==> config.mk <==
export PLATFORM = sky130hd
export DESIGN_NAME = pipe_stage_reg
export DESIGN_NICKNAME = d
export VERILOG_FILES = /design/src/rtl/pipe_pkg.sv /design/src/rtl/pipe_sat_counter.sv /design/src/rtl/pipe_stage_reg.sv
export SDC_FILE = /design/constraint.sdc
export NUM_CORES = 1
export LEC_CHECK = 0
export BUFFER_PORTS_ARGS = -buffer_cell sky130_fd_sc_hd__buf_2
export CAP_MARGIN = 30
export CORE_ASPECT_RATIO = 0.9
export CORE_MARGIN = 5
export CORE_UTILIZATION = 47
export CTS_CLUSTER_DIAMETER = 80
export DETAILED_ROUTE_END_ITERATION = 6
export GPL_TIMING_DRIVEN = 0
export PLACE_DENSITY_LB_ADDON = 0.15
export REMOVE_ABC_BUFFERS = 1
export SYNTH_ARGS = -nofsm -noshare
export SYNTH_HDL_FRONTEND = slang
export SYNTH_HIERARCHICAL = 1
export SYNTH_SLANG_ARGS = --single-unit
==> constraint.sdc <==
create_clock -name clock -period 4.65 [get_ports clock]
set_input_delay 0.93 -clock clock [delete_from_list [all_inputs] [get_ports clock]]
set_output_delay 0.93 -clock clock [all_outputs]
set_load 0.03 [all_outputs]
==> src/rtl/pipe_pkg.sv <==
// Shared types and default widths for pipeline-boundary registers.
// Holds the stage state encoding and the bubble control constant.
package pipe_pkg;

    typedef enum logic [1:0] {
        EMPTY = 2'd0,
        BUSY  = 2'd1,
        FULL  = 2'd2
    } pipe_state_t;

    localparam int PIPE_DATA_W = 64;
    localparam int PIPE_CTRL_W = 8;
    localparam int PIPE_CNT_W  = 16;

    localparam logic [PIPE_CTRL_W-1:0] PIPE_CTRL_ZERO = '0;

endpackage

==> src/rtl/pipe_sat_counter.sv <==
// Saturating up-counter with enable; sticks at all-ones instead of wrapping.
module pipe_sat_counter #(
    parameter int CNT_W = 16
) (
    input  logic             clock,
    input  logic             reset,
    input  logic             en,
    output logic [CNT_W-1:0] count
);

    logic [CNT_W-1:0] cnt_q;
    logic [CNT_W-1:0] cnt_d;

    always_comb begin
        cnt_d = cnt_q;
        if (en && (cnt_q != '1)) begin
            cnt_d = cnt_q + CNT_W'(1);
        end
    end

    always_ff @(posedge clock or posedge reset) begin
        if (reset) begin
            cnt_q <= '0;
        end else begin
            cnt_q <= cnt_d;
        end
    end

    assign count = cnt_q;

endmodule

==> src/rtl/pipe_stage_reg.sv <==
// Pipeline-boundary register: valid/ready handshake, two-entry skid, flush.
// Define PIPE_STAGE_PERF_EN to build the stall/bubble counters.
module pipe_stage_reg
    import pipe_pkg::*;
#(
    parameter int DATA_W = PIPE_DATA_W,
    parameter int CTRL_W = PIPE_CTRL_W,
    parameter int CNT_W  = PIPE_CNT_W
) (
    input  logic              clock,
    input  logic              reset,
    input  logic              flush,
    input  logic              in_valid,
    output logic              in_ready,
    input  logic [DATA_W-1:0] in_data,
    input  logic [CTRL_W-1:0] in_ctrl,
    output logic              out_valid,
    input  logic              out_ready,
    output logic [DATA_W-1:0] out_data,
    output logic [CTRL_W-1:0] out_ctrl,
    output logic [CNT_W-1:0]  stall_cnt,
    output logic [CNT_W-1:0]  bubble_cnt
);

    localparam logic [CTRL_W-1:0] CTRL_ZERO = CTRL_W'(PIPE_CTRL_ZERO);

    pipe_state_t       state_q, state_d;
    logic [DATA_W-1:0] m_data_q, m_data_d;
    logic [CTRL_W-1:0] m_ctrl_q, m_ctrl_d;
    logic [DATA_W-1:0] s_data_q, s_data_d;
    logic [CTRL_W-1:0] s_ctrl_q, s_ctrl_d;
    logic              in_fire;
    logic              out_fire;

    // Both handshake outputs come straight from the state flop.
    assign in_ready  = (state_q != FULL);
    assign out_valid = (state_q != EMPTY);
    assign in_fire   = in_valid & in_ready;
    assign out_fire  = out_valid & out_ready;

    always_comb begin
        state_d  = state_q;
        m_data_d = m_data_q;
        m_ctrl_d = m_ctrl_q;
        s_data_d = s_data_q;
        s_ctrl_d = s_ctrl_q;
        if (flush) begin
            state_d  = EMPTY;
            m_data_d = '0;
            m_ctrl_d = CTRL_ZERO;
            s_data_d = '0;
            s_ctrl_d = CTRL_ZERO;
        end else begin
            unique case (state_q)
                EMPTY: begin
                    if (in_fire) begin
                        m_data_d = in_data;
                        m_ctrl_d = in_ctrl;
                        state_d  = BUSY;
                    end
                end
                BUSY: begin
                    if (in_fire && out_fire) begin
                        m_data_d = in_data;
                        m_ctrl_d = in_ctrl;
                    end else if (in_fire && !out_ready) begin
                        s_data_d = in_data;
                        s_ctrl_d = in_ctrl;
                        state_d  = FULL;
                    end else if (!in_valid && out_fire) begin
                        m_ctrl_d = CTRL_ZERO;
                        state_d  = EMPTY;
                    end
                end
                FULL: begin
                    if (out_fire) begin
                        m_data_d = s_data_q;
                        m_ctrl_d = s_ctrl_q;
                        s_ctrl_d = CTRL_ZERO;
                        state_d  = BUSY;
                    end
                end
                default: begin
                    state_d  = EMPTY;
                    m_ctrl_d = CTRL_ZERO;
                    s_ctrl_d = CTRL_ZERO;
                end
            endcase
        end
    end

    always_ff @(posedge clock or posedge reset) begin
        if (reset) begin
            state_q  <= EMPTY;
            m_data_q <= '0;
            m_ctrl_q <= '0;
            s_data_q <= '0;
            s_ctrl_q <= '0;
        end else begin
            state_q  <= state_d;
            m_data_q <= m_data_d;
            m_ctrl_q <= m_ctrl_d;
            s_data_q <= s_data_d;
            s_ctrl_q <= s_ctrl_d;
        end
    end

    assign out_data = m_data_q;
    assign out_ctrl = m_ctrl_q;

`ifdef PIPE_STAGE_PERF_EN
    pipe_sat_counter #(
        .CNT_W (CNT_W)
    ) u_stall_cnt (
        .clock (clock),
        .reset (reset),
        .en    (out_valid & ~out_ready),
        .count (stall_cnt)
    );

    pipe_sat_counter #(
        .CNT_W (CNT_W)
    ) u_bubble_cnt (
        .clock (clock),
        .reset (reset),
        .en    (~out_valid & out_ready),
        .count (bubble_cnt)
    );
`else
    assign stall_cnt  = '0;
    assign bubble_cnt = '0;
`endif

endmodule

==> impl_summary.md <==
Route
The number of optimization iterations in the first detailed-route pass is 5. After detailed routing, the number of remaining DRC violations is 0. The mean number of vias per cell is about 5.5. The average routed wire per standard cell is 18.0 um.

The final routed wirelength across all metal layers is 15500 um. The via count is 4773. The remaining antenna violation count is 0. The DRC violation total after the first TritonRoute iteration is 284.

Clock network
The number of hold buffers added after cts is 0. The CTS tree is done. CTS built an H-tree with a depth of 4. The maximum number of buffers from clock root to sink is 2.

The number of buffers created by CTS is 17. The cell at the root of the clock tree is clkbuf_16. The count of clock tree sinks is 146.

The number of buffers added for setup after CTS is 0. The post-cts sizing count is 0. For the worst-skew pair, the clock arrives at the later sink with an insertion delay of 0.42 ns. After clock tree synthesis, the clock-pin slew on the worst setup and hold paths is ~0.05 ns.

Global route
The number of global-route vias before repair is 4813. The layer flagged by global routing as most heavily used is met2. For this run, global-route usage on met1 was measured as 26.9%.

The number of antenna violations at the first check in global routing came to 2. Global routing used 29.8% of the available met2 tracks. The met3 track demand over resource in global routing is 5.51%. Entering global routing, the biggest net connects 81 pins. Across every metal layer, demand over resource in global routing totals about a fifth. The global-route wire length before repair is 25100 um. The global route total overflow is 0.

Synthesis
The average instance area after synthesis is 11.7 sq um. The Yosys step of the flow raised 6 warnings. The post-synthesis cell count is 556. The share of the Yosys chip area taken by registers is 56.3%. The total standard cell area after synthesis is 6490 sq um.

The netlist uses 27 different library cells. Synthesis inferred ~150 register bits.

STA
The worst pin sits at a relative slew slack of 41.7%. In the final timing run, aggregate negative setup slack is 0 ns. For the pin with the worst max-slew slack, the measured transition is between 0.8 and 0.9 ns. On the final layout, the worst hold slack is ~0.47 ns. The worst setup skew after layout is 0.00737 ns. Static timing analysis puts the maximum clock frequency at roughly 0.32 GHz. The final count of pins violating max slew came to 0. Setup repair after global routing left no endpoint under its margin. Setup violations remaining at the end of the flow were counted as 0. The final cycle utilization of the critical path is approximately 68%. The number of hold violations in the final report came to 0. The minimum clock period after layout is 3.17 ns.

Outcome
The flow ran to the end, and the final reports show no timing, DRC or antenna violations.

Hold path
The tightest min-delay check is of the reg -> reg type. The path with the worst hold slack has its endpoint at out_data[24]$_DFFE_PP0P_. The startpoint identified for the worst hold timing path is out_data[24]$_DFFE_PP0P_. The number of instances on the worst hold path is 2.

Placed design
The placed instances occupy a cell area of ~7300 sq um. The detailed-placement wirelength estimate is 9710 um. At the end of routability-driven placement, the weighted congestion stood at 0.796. The count of port buffers added during placement is 150. The number of placed cells counting well taps is 832.

Cells and area
For this run, the post-layout net count is 761. Cells with a size suffix above 1 make up 28.1% of the layout. Relative to the synthesized area, the layout overhead comes to 21.2%. The number of standard cells in the final layout excluding fillers is 866. The post-route cell area is 7870 sq um.

Flow run
Max-cap violations in this run came to 0.

Critical path
The setup path with the least slack is of type reg -> out. The worst setup path is captured at an output pin. For the worst setup path, the data required time is 3.72 ns.

The top fanout value on the critical path is 40. The number of cells on the worst reg-to-reg path is 4. Setup slack on the worst reg-to-reg path comes out at 2.30 ns. The reg-to-reg endpoint is out_data[52]$_DFFE_PP0P_. The critical path data arrival time is around 2.2 ns.

The startpoint identified for the worst register-to-register timing path is state_q[1]$_DFFE_PP0P_. The launching element type of the critical path is a flip-flop.

Power and ir drop
The total power per unit cell area is approximately 410 nW/um^2. Across the VDD grid, the largest voltage drop is around 0.28 mV. The reported leakage power is 4.29 nW.

Floorplan
During I/O placement, the number of pins put on the boundary was 183. In this run the horizontal extent of the chip is about 130 um. In this run the standard cell core region covers around 13000 sq um.

The area enclosed by the die boundary is 16300 sq um. The height of the chip is 121 um. For this configuration, the core starts out at a cell density of 48.2%. The initialized floorplan defines 40 standard-cell rows.
[registers in the layout (all words and copies together), names as in the netlist]
register,cells
state_q,2
out_ctrl,8
s_data_q,64
out_data,64
s_ctrl_q,8
[cell type report]
cell class                 instances  area (sq um)
sequential                       146          3650
fill                            1117          5590
antenna                            1          2.50
inverter                          10          42.5
multi-input combinational        352          2460
clock inverter                    11           135
clock buffer                      21           460
timing repair buffer             157           903
tap                              168           210
[synthesized netlist by cell type]
cell | n | area share, %
a211oi_2 | 1 | 0.19
a21boi_0 | 1 | 0.12
a21oi_1 | 9 | 0.69
a21oi_2 | 1 | 0.13
a22o_1 | 64 | 8.6
a22oi_1 | 9 | 1.0
and2_1 | 1 | 0.096
and3_1 | 1 | 0.096
buf_2 | 26 | 2.0
buf_4 | 37 | 4.3
buf_6 | 1 | 0.17
clkbuf_1 | 14 | 0.81
clkbuf_4 | 1 | 0.12
conb_1 | 1 | 0.058
dfrtp_1 | 146 | 56
inv_1 | 10 | 0.58
mux2i_1 | 73 | 11
nand2_1 | 75 | 4.3
nand2b_1 | 1 | 0.096
nor2_1 | 12 | 0.69
nor2_2 | 2 | 0.19
nor2b_1 | 2 | 0.19
o21a_1 | 1 | 0.12
o221a_2 | 1 | 0.17
o22a_1 | 1 | 0.13
o31ai_1 | 64 | 7.4
or2_2 | 1 | 0.096
[power breakdown]
part	internal [mW]	switching, mW	leakage, nW	total, mW
clock	0.866	0.515	0.292	1.38
sequential	1.35	0.0436	1.95	1.39
combinational	0.148	0.345	2.04	0.493
[worst max path at each step]
stage          cells after the start  slack (ns)                 endpoint                   start
2_1_floorplan                      1       -0.20  out_ctrl[0]$_DFFE_PP0P_                   reset
3_3_place_gp                       2       -1.81  out_data[1]$_DFFE_PP0P_                   reset
3_5_place_dp                       4        1.57  out_ctrl[3]$_DFFE_PP0P_                   flush
4_1_cts                            3        1.46                 in_ready  state_q[0]$_DFFE_PP0P_
5_1_grt                            3        1.38                 in_ready  state_q[0]$_DFFE_PP0P_
6_report                           3        1.48                 in_ready  state_q[0]$_DFFE_PP0P_
[stage by stage]
stage	total power [mW]	util, %	setup WS, ns
floorplan	1.73	-	-0.203
global placement	1.89	52.7	-1.81
detailed placement	1.91	54.0	1.57
CTS	3.30	58.4	1.46
global route	3.40	58.5	1.38
finish	3.27	58.5	1.48
[cell families (layout without fill, tap and decap cells)]
logic type	Yosys count	count (layout)	synth area share, %
AO/OA/AOI/OAI	152	152	18.6
AND/OR/NAND/NOR	95	95	5.80
flip-flops	146	146	56.3
other	1	33	0.0578
multiplexers	73	73	11.3
buffers and inverters	89	199	7.96
[worst max-delay path, cell delays in order (launching register included)]
cell and delay, ns:
dfrtp_1 0.52, nand2b_4 0.71, buf_12 0.32, buf_2 0.24
[layer usage]
layer	up-vias	routed length [um]
li1	2199	-
met1	2364	7080
met2	182	7100
met3	26	1060
met4	2	290
met5	-	11
[placed cells by master (no fill, tap or decap), drive strengths merged, types with 2 or more instances in the layout]
cell	n
conb	32
nor2b	2
a22o	64
bufinv	3
o31ai	64
clkinv	6
clkinvlp	2
a21oi	10
inv	10
nand2	75
dfrtp	146
a22oi	9
nor2	14
clkbuf	21
mux2i	73
buf	157
Power figures use the tool's default switching activity.
